## config.mk

```make
export PLATFORM = sky130hd
export DESIGN_NAME = fetch_unit_flat
export DESIGN_NICKNAME = d
export VERILOG_FILES = /design/src/rtl/fetch_unit_if.sv /design/src/rtl/fetch_unit.sv /design/src/flat_wrapper.sv
export SDC_FILE = /design/constraint.sdc
export NUM_CORES = 1
export LEC_CHECK = 0
export CORE_MARGIN = 5
export CORE_UTILIZATION = 47
export CTS_CLUSTER_DIAMETER = 100
export DETAILED_ROUTE_END_ITERATION = 7
export PLACE_DENSITY = 0.77
export SYNTH_ARGS = -nofsm -noshare
export SYNTH_HDL_FRONTEND = slang
export SYNTH_SLANG_ARGS = --single-unit
```

## constraint.sdc

```tcl
create_clock -name clk -period 8.08 [get_ports clk]
set_input_delay 2.424 -clock clk [delete_from_list [all_inputs] [get_ports clk]]
set_output_delay 2.424 -clock clk [all_outputs]
set_load 0.01 [all_outputs]
```

## src/rtl/fetch_unit_if.sv

```systemverilog
// fetch_unit_if: instruction-memory port and decode-side head interface of the fetch stage.
// The decode fields (opcode/funct3/funct7) are sliced here from if_instr so every
// consumer sees the same typed view of the head word.
interface fetch_unit_if;

    typedef enum logic [6:0] {
        OP_LOAD   = 7'b0000011,
        OP_FENCE  = 7'b0001111,
        OP_IMM    = 7'b0010011,
        OP_AUIPC  = 7'b0010111,
        OP_STORE  = 7'b0100011,
        OP_REG    = 7'b0110011,
        OP_LUI    = 7'b0110111,
        OP_BR     = 7'b1100011,
        OP_JALR   = 7'b1100111,
        OP_JAL    = 7'b1101111,
        OP_SYSTEM = 7'b1110011
    } rv32i_opcode;

    // instruction memory side
    logic        imem_read;
    logic [31:0] imem_address;
    logic        imem_resp;
    logic [31:0] imem_rdata;

    // pipeline control
    logic        stall;
    logic        redirect;
    logic [31:0] redirect_pc;

    // head entry presented to decode
    logic        if_valid;
    logic [31:0] if_pc;
    logic [31:0] if_instr;
    rv32i_opcode opcode;
    logic [2:0]  funct3;
    logic [6:0]  funct7;

    assign opcode = rv32i_opcode'(if_instr[6:0]);
    assign funct3 = if_instr[14:12];
    assign funct7 = if_instr[31:25];

    modport master (
        output imem_read, imem_address,
        input  imem_resp, imem_rdata,
        input  stall, redirect, redirect_pc,
        output if_valid, if_pc, if_instr,
        input  opcode, funct3, funct7
    );

    modport slave (
        input  imem_read, imem_address,
        output imem_resp, imem_rdata,
        output stall, redirect, redirect_pc,
        input  if_valid, if_pc, if_instr,
        input  opcode, funct3, funct7
    );

endinterface

```

## src/rtl/fetch_unit.sv

```systemverilog
// fetch_unit: RV32I instruction fetch stage. Owns the PC, runs the imem
// request/response handshake, and buffers fetched words in a circular queue.
// Optional feature: define FETCH_BYPASS_EN to forward a response straight to
// decode in the same cycle when the queue is empty.
module fetch_unit #(
    parameter logic [31:0] RESET_PC = 32'h0000_0060,
    parameter int unsigned FQ_DEPTH = 2
) (
    input  logic         clk,
    input  logic         rst,
    fetch_unit_if.master bus
);

    localparam int unsigned PW  = (FQ_DEPTH > 1) ? $clog2(FQ_DEPTH) : 1;
    localparam int unsigned CW  = $clog2(FQ_DEPTH + 1);
    localparam logic [31:0] NOP = 32'h0000_0013;

    typedef enum logic {RUN, DISCARD} state_t;

    state_t        r_state;
    state_t        w_state_next;

    logic [31:0]   r_pc;
    logic [31:0]   r_req_addr;
    logic          r_pending;

    logic [31:0]   r_q_pc    [FQ_DEPTH];
    logic [31:0]   r_q_instr [FQ_DEPTH];
    logic [PW-1:0] r_head;
    logic [PW-1:0] r_tail;
    logic [CW-1:0] r_count;

    logic          w_read;
    logic [31:0]   w_addr;
    logic [31:0]   w_target;
    logic          w_q_valid;
    logic          w_full;
    logic          w_take;
    logic          w_push;
    logic          w_pop;
    logic          w_bypass;

    function automatic logic [PW-1:0] ptr_inc(input logic [PW-1:0] p);
        return (p == PW'(FQ_DEPTH - 1)) ? '0 : p + 1'b1;
    endfunction

    assign w_target  = bus.redirect_pc & 32'hFFFF_FFFC;
    assign w_q_valid = (r_count != '0);
    assign w_full    = (r_count == CW'(FQ_DEPTH));

    // A response is accepted only in RUN; redirect kills it in the same cycle.
    assign w_take    = (r_state == RUN) && bus.imem_resp && !bus.redirect;
    assign w_pop     = w_q_valid && !bus.stall && !bus.redirect;

`ifdef FETCH_BYPASS_EN
    assign w_bypass  = w_take && !w_q_valid;
    assign w_push    = w_take && !(w_bypass && !bus.stall);
`else
    assign w_bypass  = 1'b0;
    assign w_push    = w_take;
`endif

    // FSM state register
    always_ff @(posedge clk) begin
        if (!rst) r_state <= RUN;
        else      r_state <= w_state_next;
    end

    // FSM next state: DISCARD swallows the one stale response still in flight.
    // A redirect arriving together with that response also returns to RUN,
    // otherwise nothing would be left outstanding to leave DISCARD on.
    always_comb begin
        w_state_next = r_state;
        case (r_state)
            RUN:     if (bus.redirect && w_read && !bus.imem_resp) w_state_next = DISCARD;
            DISCARD: if (bus.imem_resp) w_state_next = RUN;
            default: w_state_next = RUN;
        endcase
    end

    // FSM outputs: request strobe, address held from issue until the response
    always_comb begin
        w_read = 1'b0;
        if (rst) w_read = r_pending || ((r_state == RUN) && !w_full);
        w_addr = r_pending ? r_req_addr : r_pc;
    end

    // PC, outstanding-request flag and latched request address
    always_ff @(posedge clk) begin
        if (!rst) begin
            r_pc       <= RESET_PC;
            r_pending  <= 1'b0;
            r_req_addr <= '0;
        end else begin
            r_pending <= w_read && !bus.imem_resp;
            if (w_read && !r_pending) r_req_addr <= w_addr;
            if (bus.redirect)   r_pc <= w_target;
            else if (w_take)    r_pc <= r_pc + 32'd4;
        end
    end

    // Fetch queue: circular buffer, flushed by redirect
    always_ff @(posedge clk) begin
        if (!rst) begin
            r_head  <= '0;
            r_tail  <= '0;
            r_count <= '0;
        end else if (bus.redirect) begin
            r_head  <= '0;
            r_tail  <= '0;
            r_count <= '0;
        end else begin
            if (w_push) begin
                r_q_pc[r_tail]    <= w_addr;
                r_q_instr[r_tail] <= bus.imem_rdata;
                r_tail            <= ptr_inc(r_tail);
            end
            if (w_pop) r_head <= ptr_inc(r_head);
            if (w_push && !w_pop)      r_count <= r_count + 1'b1;
            else if (!w_push && w_pop) r_count <= r_count - 1'b1;
        end
    end

    // Head presentation to decode, with optional same-cycle bypass
    always_comb begin
        bus.if_valid = w_q_valid;
        bus.if_pc    = w_q_valid ? r_q_pc[r_head]    : '0;
        bus.if_instr = w_q_valid ? r_q_instr[r_head] : NOP;
        if (w_bypass) begin
            bus.if_valid = 1'b1;
            bus.if_pc    = w_addr;
            bus.if_instr = bus.imem_rdata;
        end
    end

    assign bus.imem_read    = w_read;
    assign bus.imem_address = w_addr;

endmodule
```

## src/flat_wrapper.sv

```systemverilog
// flat-port wrapper written by rule: the top's interface ports become plain ports
module fetch_unit_flat 
#(
    parameter logic [31:0] RESET_PC = 32'h0000_0060,
    parameter int unsigned FQ_DEPTH = 2
)
  (clk, rst, bus_imem_read, bus_imem_address, bus_imem_resp, bus_imem_rdata, bus_stall, bus_redirect, bus_redirect_pc, bus_if_valid, bus_if_pc, bus_if_instr);
  fetch_unit_if bus_i ();
  input  logic clk;
  input  logic rst;
  output wire logic [$bits(bus_i.imem_read)-1:0] bus_imem_read;
  output wire logic [$bits(bus_i.imem_address)-1:0] bus_imem_address;
  input wire logic [$bits(bus_i.imem_resp)-1:0] bus_imem_resp;
  input wire logic [$bits(bus_i.imem_rdata)-1:0] bus_imem_rdata;
  input wire logic [$bits(bus_i.stall)-1:0] bus_stall;
  input wire logic [$bits(bus_i.redirect)-1:0] bus_redirect;
  input wire logic [$bits(bus_i.redirect_pc)-1:0] bus_redirect_pc;
  output wire logic [$bits(bus_i.if_valid)-1:0] bus_if_valid;
  output wire logic [$bits(bus_i.if_pc)-1:0] bus_if_pc;
  output wire logic [$bits(bus_i.if_instr)-1:0] bus_if_instr;
  assign bus_imem_read = bus_i.imem_read;
  assign bus_imem_address = bus_i.imem_address;
  assign bus_i.imem_resp = bus_imem_resp;
  assign bus_i.imem_rdata = bus_imem_rdata;
  assign bus_i.stall = bus_stall;
  assign bus_i.redirect = bus_redirect;
  assign bus_i.redirect_pc = bus_redirect_pc;
  assign bus_if_valid = bus_i.if_valid;
  assign bus_if_pc = bus_i.if_pc;
  assign bus_if_instr = {>>{bus_i.if_instr}};
  fetch_unit #(.RESET_PC(RESET_PC), .FQ_DEPTH(FQ_DEPTH)) u_core (.clk(clk), .rst(rst), .bus(bus_i));
endmodule
```

==> reports/metrics.cfg, run 1 <==
[power_and_ir_drop]
powerDensity_mw_per_mm2 = 202
leakage_nw = 3.66
ir_drop_v = 0.000150
total_power_mw = 2.17

[global_route]
grt_overflow = 0
grt_antenna_before_repair = 0
grt_pass1_wl_mm = 30.1
track_usage_pct = 18.7
grt_pass1_vias = 5801
grt_max_degree = 67

[critical_path]
cp.depth = 3
critical_path_class = in2out
cp_slowest_stage_delay_ns = 0.56
cp_data_required_time_ns = 5.66
critPathBufInv = 2
crit_path_start_kind = primary input
path_cells = buf_2, o21a_1, clkdlybuf4s50_1
worstPathArrival_ns = 3.20
rr_worst_depth = 7
crit_family = buffers and inverters
end_kind = output pin
critPathLaunch = rst
r2r-start = u_core.r_pending
cp_slowest_cell = clkdlybuf4s50_1
worstPathMaxFanout = 2

[final_layout]
n_antenna_cell = 0
final_common_cell = clkdlybuf4s50_1
syn2layout_area_growth_pct = 28.7
final_core_utilization_pct = 61.8
most-common-layout-cells = clkdlybuf4s50_1 (163), edfxtp_1 (128), nor2_1 (75)
instances_no_fill = 1094
layout-drive-gt1-share_pct = 9.21
finalInstanceArea_sq_mm = 0.0107
num-nets-final = 927

[clock_tree]
clk_latency_ns = 0.43
h-tree-depth = 4
postCtsHoldBufs = 0
cts_made_buffers = 17
clk_pin_slew_worst_paths_ns = 0.07
cts_tree = done
cts-root-buf = clkbuf_16
ctsResizeCount = 0
cts.sinks = 197
clk_path_buf_depth = 2
post_cts_buffers = 0

[placed_design]
dp_hpwl_mm = 12.6
placed_area_sq_mm = 0.0102
dp_cells = 1062
io_buffers = 164
globalplace.congestion = 0.800
dp_slack_ns = 2.45

[logic_synthesis]
syn_area_sq_mm = 0.00833
async_flop_share_pct = 0
synth_top_area_share_pct = 46.1
synthFlopType = edfxtp_1
yosysUniqueCellTypes = 48
ys_seq_area_share_pct = 62.7
synth_seq_cells = 197
postSynthCellCount = 708
avgSynthCellArea_sq_um = 11.8
synth_area_leader_cell = edfxtp_1
synthTopCellsByArea = edfxtp_1 (46%), dfxtp_1 (17%), mux2i_1 (7.7%)
synth_edf_count = 128
ys_warn_count = 0
syn_nets = 779

[drt]
final_antenna_net_count = 0
vias = 5989
routed_wl_mm = 19.0
drt_iter0_drc = 419
drc_errors = 0
wl_per_cell_um = 17.4
via_per_inst = 5.47
drtPass1Iterations = 5

[floorplan]
start_util_pct = 48.0
core_area_sq_mm = 0.0174
io_pins = 167
fp.dieW_um = 143
die_area_sq_mm = 0.0205
core.rowCount = 48
die_y_um = 143

[sta]
worst_pin_slew_ns = 1.12
drv_slew = 0
finalSetupTns_ns = 0
achievable-frequency_mhz = 178
hold_viol = 0
setup_ws_ns = 2.46
period_share_pct = 69.6
relSlewSlack_pct = 25.2
fin_worst_skew_ns = 0.00554
setup_viol = 0
min_period_ns = 5.62
whs_ns = 0.455
rsz0062_at_grt = no

[hold_path]
min_from = u_core.r_req_addr[15]
whs_path_depth = 2
min_path_type = reg2reg

[job]
cap_violations = 0

[run_status]
status = completed

area by class of cell:
type	instances	area, sq um
Fill cell	1357	6630
Clock inverter	15	120
Tap cell	225	282
Timing Repair Buffer	176	1730
Sequential cell	197	5230
Clock buffer	17	425
Inverter	9	33.8
Multi-Input combinational cell	455	2910
metal layers:
metal  track usage [%]  share of wire (%)  vias to the layer above
li1                  -                  -                     2912
met1              24.9                 43                     2848
met2              30.7                 48                      216
met3              4.66                7.5                       13
met4              5.05                1.0                        0
met5                 0                  0                        -
tightest hold or removal path, cell delays in order (launching register included):
cell and delay [ns]:
dfxtp_1 0.31, nand3_1 0.06, nand2_1 0.05
synthesized netlist by cell type, types with 2 or more instances:
cell type	number
nor2b_1	3
dfxtp_1	69
inv_1	8
mux2_2	26
and2_1	4
a31oi_1	11
o21a_1	2
nor3_1	12
and3_1	5
o21ai_0	33
a211oi_1	5
buf_1	5
xor2_1	6
o31ai_1	9
edfxtp_1	128
nand4_1	4
nor2_1	76
or3_1	7
o211a_1	3
and4_1	4
xnor2_1	6
buf_2	3
clkbuf_1	38
a32oi_1	2
nand3_1	74
nor4_1	5
a21oi_1	9
or4_1	13
nand2_1	53
mux2i_1	64
ha_1	2
a311oi_1	3
power breakdown:
group,switching [mW],internal [mW],total [mW]
Sequential,0.0275,1.11,1.14
Combinational,0.121,0.120,0.241
Clock,0.383,0.402,0.785
Total,0.532,1.63,2.17
flip-flops by register name, indices dropped and copies added, names as in the netlist, named ones only:
name	cells
u_core.r_count	2
u_core.r_head	1
u_core.r_pc	30
u_core.r_pending	1
u_core.r_q_instr	64
u_core.r_q_pc	64
u_core.r_req_addr	32
u_core.r_state	1
u_core.r_tail	1
worst paths after layout:
path                      endpoint  slack, ns
min          u_core.r_req_addr[15]       0.46
min reg2reg  u_core.r_req_addr[15]       0.46
max reg2reg  u_core.r_req_addr[17]       5.60
max                  bus_imem_read       2.46
cell families (layout without fill, tap and decap cells):
| logic type | after synthesis | after routing | share of synthesized area (%) |
|---|---|---|---|
| buffers and inverters | 56 | 217 | 2.58 |
| XOR/XNOR | 12 | 12 | 1.26 |
| flip-flops | 197 | 197 | 62.7 |
| AND/OR/NAND/NOR | 271 | 271 | 16.0 |
| adder cells (fa/ha/maj) | 2 | 2 | 0.300 |
| AO/OA/AOI/OAI | 80 | 80 | 5.96 |
| multiplexers | 90 | 90 | 11.2 |
Note: power is estimated with default switching activity, not from simulation.
==> inputs of run 2 (changes only) <==
Settings changed: CORE_UTILIZATION 47 to 52, PLACE_DENSITY 0.77 to 0.81.
Clock period 8.08 ns to 5.75 ns, I/O delays scaled along.
==> run 2 against run 1 <==
Die area decreased by 9.0%. Power increased by 47%. Clock power increased by 59%.
==> reports/metrics.cfg, run 2 (synthesis gave the netlist of run 1 again) <==
[global_route]
grt_pass1_vias = 6003  ; +3.5%
track_usage_pct = 20.9  ; +2.2 points
grt_pass1_wl_mm = 30.5  ; +1.4%
grt_max_degree = 67  ; unchanged
grt_overflow = 0  ; unchanged
grt_antenna_before_repair = 0  ; unchanged

[critical_path]
critical_path_class = in2out
cp_slowest_stage_delay_ns = 0.56  ; about the same
r2r-start = u_core.r_pending
r2r-end = u_core.r_req_addr[1]
path_cells = buf_2, o21a_1, clkdlybuf4s50_1
worstPathArrival_ns = 2.60  ; -0.60 ns
crit_path_start_kind = primary input
end_kind = output pin
crit_family = buffers and inverters
critPathLaunch = rst
worstPathMaxFanout = 2  ; unchanged
rrSetupSlack_ns = 2.90  ; -2.70 ns
cp_data_required_time_ns = 4.03  ; -1.63 ns
cp_slowest_cell = clkdlybuf4s50_1
critPathBufInv = 2  ; unchanged
rr_worst_depth = 5  ; -2

[drt]
drtPass1Iterations = 7  ; +2
routed_wl_mm = 19.3  ; +1.3%
drc_errors = 0  ; unchanged
via_per_inst = 5.61  ; +2.4%
vias = 6066  ; +1.3%
wl_per_cell_um = 17.8  ; +2.4%
drt_iter0_drc = 520  ; +24%
final_antenna_net_count = 0  ; unchanged

[placed_design]
dp_cells = 1050  ; -1.1%
globalplace.congestion = 0.906  ; +13%
dp_slack_ns = 1.26  ; -1.19 ns
placed_area_sq_mm = 0.0102  ; -0.33%
dp_hpwl_mm = 12.9  ; +2.0%
io_buffers = 164  ; unchanged

[final_layout]
most-common-layout-cells = clkdlybuf4s50_1 (163), edfxtp_1 (128), nor2_1 (75)
syn2layout_area_growth_pct = 29.3
finalInstanceArea_sq_mm = 0.0108  ; +0.45%
ff_latch_area_sq_mm = 0.00523  ; unchanged
num-nets-final = 924  ; -0.32%
multi_input_area_sq_mm = 0.00291  ; unchanged
reg_top3 = u_core.r_q_instr x64, u_core.r_q_pc x64, u_core.r_req_addr x32
final_core_utilization_pct = 68.1  ; +6.3 points
layout-drive-gt1-share_pct = 8.89  ; -0.31 points
fill_cells = 1141  ; -16%
instances_no_fill = 1082  ; -1.1%
n_antenna_cell = 0  ; unchanged
final_common_cell = clkdlybuf4s50_1

[floorplan]
fp.dieW_um = 137  ; -4.6%
die_y_um = 137  ; -4.6%
core.rowCount = 46  ; -4.2%
core_area_sq_mm = 0.0158  ; -8.8%
die_area_sq_mm = 0.0187  ; -9.0%
io_pins = 167  ; unchanged
start_util_pct = 52.7  ; +4.6 points

[run_status]
status = completed

[clock_tree]
cts.sinks = 197  ; unchanged
cts_tree = done
post_cts_buffers = 0  ; unchanged
clk_path_buf_depth = 2  ; unchanged
h-tree-depth = 4  ; unchanged
cts_made_buffers = 17  ; unchanged
clk_pin_slew_worst_paths_ns = 0.07  ; about the same
cts-root-buf = clkbuf_16
postCtsHoldBufs = 0  ; unchanged
clk_latency_ns = 0.43  ; about the same
ctsResizeCount = 0  ; unchanged

[hold_path]
min_from = u_core.r_req_addr[22]
min_path_type = reg2reg
holdPathEnd = u_core.r_req_addr[22]
whs_path_depth = 2  ; unchanged

[power_and_ir_drop]
leakage_nw = 3.67  ; +0.40%
powerDensity_mw_per_mm2 = 296  ; +47%
pwr-share-seq_pct = 50.4  ; -2.2 points
pwr-share-comb_pct = 10.6  ; -0.5 points
p_clk_share_pct = 39.1  ; +2.8 points
ir_drop_v = 0.000202  ; +35%
p_sw_share_pct = 22.8  ; -1.8 points
internal_power_mw = 2.46  ; +51%
switchingPower_uw = 726  ; +37%
total_power_mw = 3.19  ; +47%

[sta]
period_share_pct = 75.2
hold_viol = 0  ; unchanged
fin_worst_skew_ns = 0.00690  ; +0.00136 ns
relSlewSlack_pct = 18.6  ; -6.6 points
rsz0062_at_grt = no
min_period_ns = 4.32
worst_pin_slew_ns = 1.22  ; +0.0955 ns
achievable-frequency_mhz = 231
setup_viol = 0  ; unchanged
setup_ws_ns = 1.43  ; -1.03 ns
drv_slew = 0  ; unchanged

[job]
cap_violations = 0  ; unchanged

[run 2: worst max-delay path by stage]
| stage | end | cells after the start |
|---|---|---|
| floorplan | u_core.r_q_instr[0][0] | 5 |
| global placement | u_core.r_req_addr[1] | 6 |
| detailed placement | u_core.r_req_addr[1] | 6 |
| CTS | bus_imem_read | 3 |
| global route | bus_if_pc[31] | 3 |
| finish | bus_imem_read | 3 |
[run 2: power by group through the flow]
stage / Combinational, mW / Sequential (mW) / Clock, mW
6_report: 0.337 / 1.61 / 1.25
5_1_grt: 0.367 / 1.61 / 1.33
4_1_cts: 0.339 / 1.60 / 1.26
3_5_place_dp: 0.336 / 1.63 / 0
3_3_place_gp: 0.325 / 1.63 / 0
2_1_floorplan: 0.171 / 1.62 / 0
[run 2: area by class of cell]
cell class                      count  area share [%]
Multi-Input combinational cell    455            27.0
Tap cell                          216            2.51
Timing Repair Buffer              173            15.8
Clock buffer                       17            3.95
Inverter                            9           0.313
Clock inverter                     15            1.88
Sequential cell                   197            48.5
[run 2: per-layer routing]
| layer | wire, um | track usage, % | vias to the layer above |
|---|---|---|---|
| met2 | 9540 | 35.2 | 227 |
| li1 | - | - | 2900 |
| met4 | 291 | 7.61 | 0 |
| met3 | 1270 | 3.75 | 18 |
| met5 | 0 | 0 | - |
| met1 | 8150 | 27.2 | 2921 |
[run 2: stage by stage]
| step | hold slack (ns) | setup TNS (ns) |
|---|---|---|
| 6_report | 0.455 | 0 |
| 5_1_grt | 0.474 | 0 |
| 4_1_cts | 0.456 | 0 |
| 3_5_place_dp | 0.445 | 0 |
| 3_3_place_gp | 0.437 | 0 |
| 2_1_floorplan | 0.431 | -209.88 |
[run 2: worst register-to-register path, stage by stage (launching register included)]
cell and delay [ns]:
dfxtp_1 0.48, buf_4 0.33, nor2b_2 0.13, buf_4 0.33, nand3_1 0.91, and3_1 0.56
==> inputs of run 3 (changes only) <==
Clock period 5.75 ns to 4 ns, I/O delays scaled along.
==> run 3 against run 2 <==
Hold slack worse by 0.0025 ns. Wire length is 0.57% higher. Critical endpoint is now bus_if_pc[7]. Count of clock-buffer cells in the layout is 3 higher. Setup slack worse by 1.0 ns. Via count is 1.0% higher. Clock skew hardly changed. Largest power group unchanged. Die area stayed put. Register-to-register slack worse by 1.3 ns. Critical path depth is 1 higher. Combinational power is 48% higher.
==> reports/metrics.cfg, run 3 (synthesis gave the netlist of run 1 again) <==
[run_status]
status = completed

[sta]
worst_pin_slew_ns = 0.814  ; -0.404 ns
relSlewSlack_pct = 45.2  ; +27 points
min_period_ns = 3.58
achievable-frequency_mhz = 279
finalSetupTns_ns = 0  ; unchanged
rsz0062_at_grt = no
setup_viol = 0  ; unchanged
drv_slew = 0  ; unchanged
period_share_pct = 89.5
hold_viol = 0  ; unchanged
fin_worst_skew_ns = 0.00733  ; +0.000428 ns
whs_ns = 0.453  ; -0.00250 ns

[drt]
wl_per_cell_um = 17.8  ; +0.11%
via_per_inst = 5.64  ; +0.56%
final_antenna_net_count = 0  ; unchanged
vias = 6128  ; +1.0%
routed_wl_mm = 19.4  ; +0.57%
drc_errors = 0  ; unchanged
drt_iter0_drc = 535  ; +2.9%
drtPass1Iterations = 6  ; -1

[clock_tree]
postCtsHoldBufs = 0  ; unchanged
clk_path_buf_depth = 2  ; unchanged
h-tree-depth = 4  ; unchanged
cts-root-buf = clkbuf_16
clk_latency_ns = 0.42  ; about the same
ctsResizeCount = 0  ; unchanged
post_cts_buffers = 0  ; unchanged
cts_tree = done
clk_pin_slew_worst_paths_ns = 0.07  ; about the same
cts.sinks = 197  ; unchanged
cts_made_buffers = 17  ; unchanged

[power_and_ir_drop]
powerDensity_mw_per_mm2 = 412  ; +39%
leakage_nw = 3.70  ; +0.85%
ir_drop_v = 0.000289  ; +43%

[final_layout]
most-common-layout-cells = clkdlybuf4s50_1 (163), edfxtp_1 (128), nor2_1 (75)
num-nets-final = 929  ; +0.54%
reg_top3 = u_core.r_q_instr x64, u_core.r_q_pc x64, u_core.r_req_addr x32
multi_input_area_sq_mm = 0.00293  ; +0.43%
finalInstanceArea_sq_mm = 0.0108  ; +0.53%
n_antenna_cell = 0  ; unchanged
layout-drive-gt1-share_pct = 9.53  ; +0.64 points
fill_cells = 1116  ; -2.2%
final_common_cell = clkdlybuf4s50_1
syn2layout_area_growth_pct = 30.0
ff_latch_area_sq_mm = 0.00523  ; unchanged

[global_route]
grt_overflow = 0  ; unchanged
grt_pass1_wl_mm = 29.8  ; -2.2%
grt_pass1_vias = 5845  ; -2.6%
track_usage_pct = 20.5  ; -0.37 points
grt_max_degree = 66  ; -1.5%
grt_antenna_before_repair = 0  ; unchanged

[critical_path]
end_kind = output pin
worstPathMaxFanout = 33  ; +31
cp_data_required_time_ns = 2.80  ; -1.23 ns
cp_slowest_cell = nor2_4
cp_slowest_stage_delay_ns = 0.65  ; +0.09 ns
worstPathArrival_ns = 2.38  ; -0.22 ns
path_cells = nor2_4, buf_4, nor2_1, clkdlybuf4s50_1
crit_path_start_kind = register
critical_path_class = reg2out

[placed_design]
io_buffers = 164  ; unchanged
globalplace.congestion = 0.863  ; -4.7%
placed_area_sq_mm = 0.0103  ; +0.99%
dp_hpwl_mm = 13.1  ; +1.4%

[floorplan]
fp.dieW_um = 137  ; unchanged
core.rowCount = 46  ; unchanged
die_area_sq_mm = 0.0187  ; unchanged
die_y_um = 137  ; unchanged
start_util_pct = 52.7  ; unchanged
core_area_sq_mm = 0.0158  ; unchanged
io_pins = 167  ; unchanged

[job]
cap_violations = 0  ; unchanged

[hold_path]
min_path_type = reg2reg

run 3: cell types whose count changed in the layout (fill, tap and decap cells not counted), moves of 2 or more:
| cell | change |
|---|---|
| nor3_2 | -2 |
| clkbuf_8 | +3 |
| bufinv_16 | -3 |
| buf_12 | +4 |
| nor3_4 | +2 |
run 3: layout make-up:
cell class | instances | share of cell area, %
Sequential cell | 197 | 48.3
Tap cell | 216 | 2.49
Clock inverter | 12 | 1.10
Multi-Input combinational cell | 455 | 27.0
Clock buffer | 20 | 4.31
Timing Repair Buffer | 178 | 16.5
Inverter | 9 | 0.312
run 3: layer usage:
| metal | track usage, % | part of all wire, % | routed length [um] |
|---|---|---|---|
| met3 | 4.01 | 8.2 | 1600 |
| met2 | 33.7 | 48 | 9220 |
| met4 | 7.50 | 1.6 | 306 |
| met1 | 27.2 | 43 | 8250 |
| met5 | 0 | 0 | 0 |
run 3: per-stage QoR:
step | utilization (%) | setup WS, ns | cells | total power, mW
global route | 68.5 | 0.255 | 1087 | 4.62
global placement | 64.8 | 0.417 | 1055 | 2.82
CTS | 68.5 | 0.359 | 1087 | 4.49
finish | 68.5 | 0.421 | 1087 | 4.46
detailed placement | 64.8 | 0.373 | 1055 | 2.85
floorplan | - | -0.916 | 708 | 2.58
run 3: worst paths after layout:
kind                                            start                    end  slack (ns)  cells after the start
worst max-delay path                u_core.r_count[0]           bus_if_pc[7]        0.42                      4
worst max register to register         u_core.r_pc[3]        u_core.r_pc[28]        1.57                      5
worst min-delay path            u_core.r_req_addr[12]  u_core.r_req_addr[12]        0.45                      2
worst min register to register  u_core.r_req_addr[12]  u_core.r_req_addr[12]        0.45                      2
run 3: power by group:
| group | total, mW | internal, mW | switching [mW] |
|---|---|---|---|
| Combinational | 0.500 | 0.247 | 0.253 |
| Sequential | 2.30 | 2.25 | 0.0556 |
| Clock | 1.66 | 0.920 | 0.743 |
| Total | 4.46 | 3.41 | 1.05 |
run 3: critical path, delay by kind of cell (launching register included):
family	cells	cell delay, ns
simple gates	2	0.74
buf+inv	2	0.84
flops	1	0.36
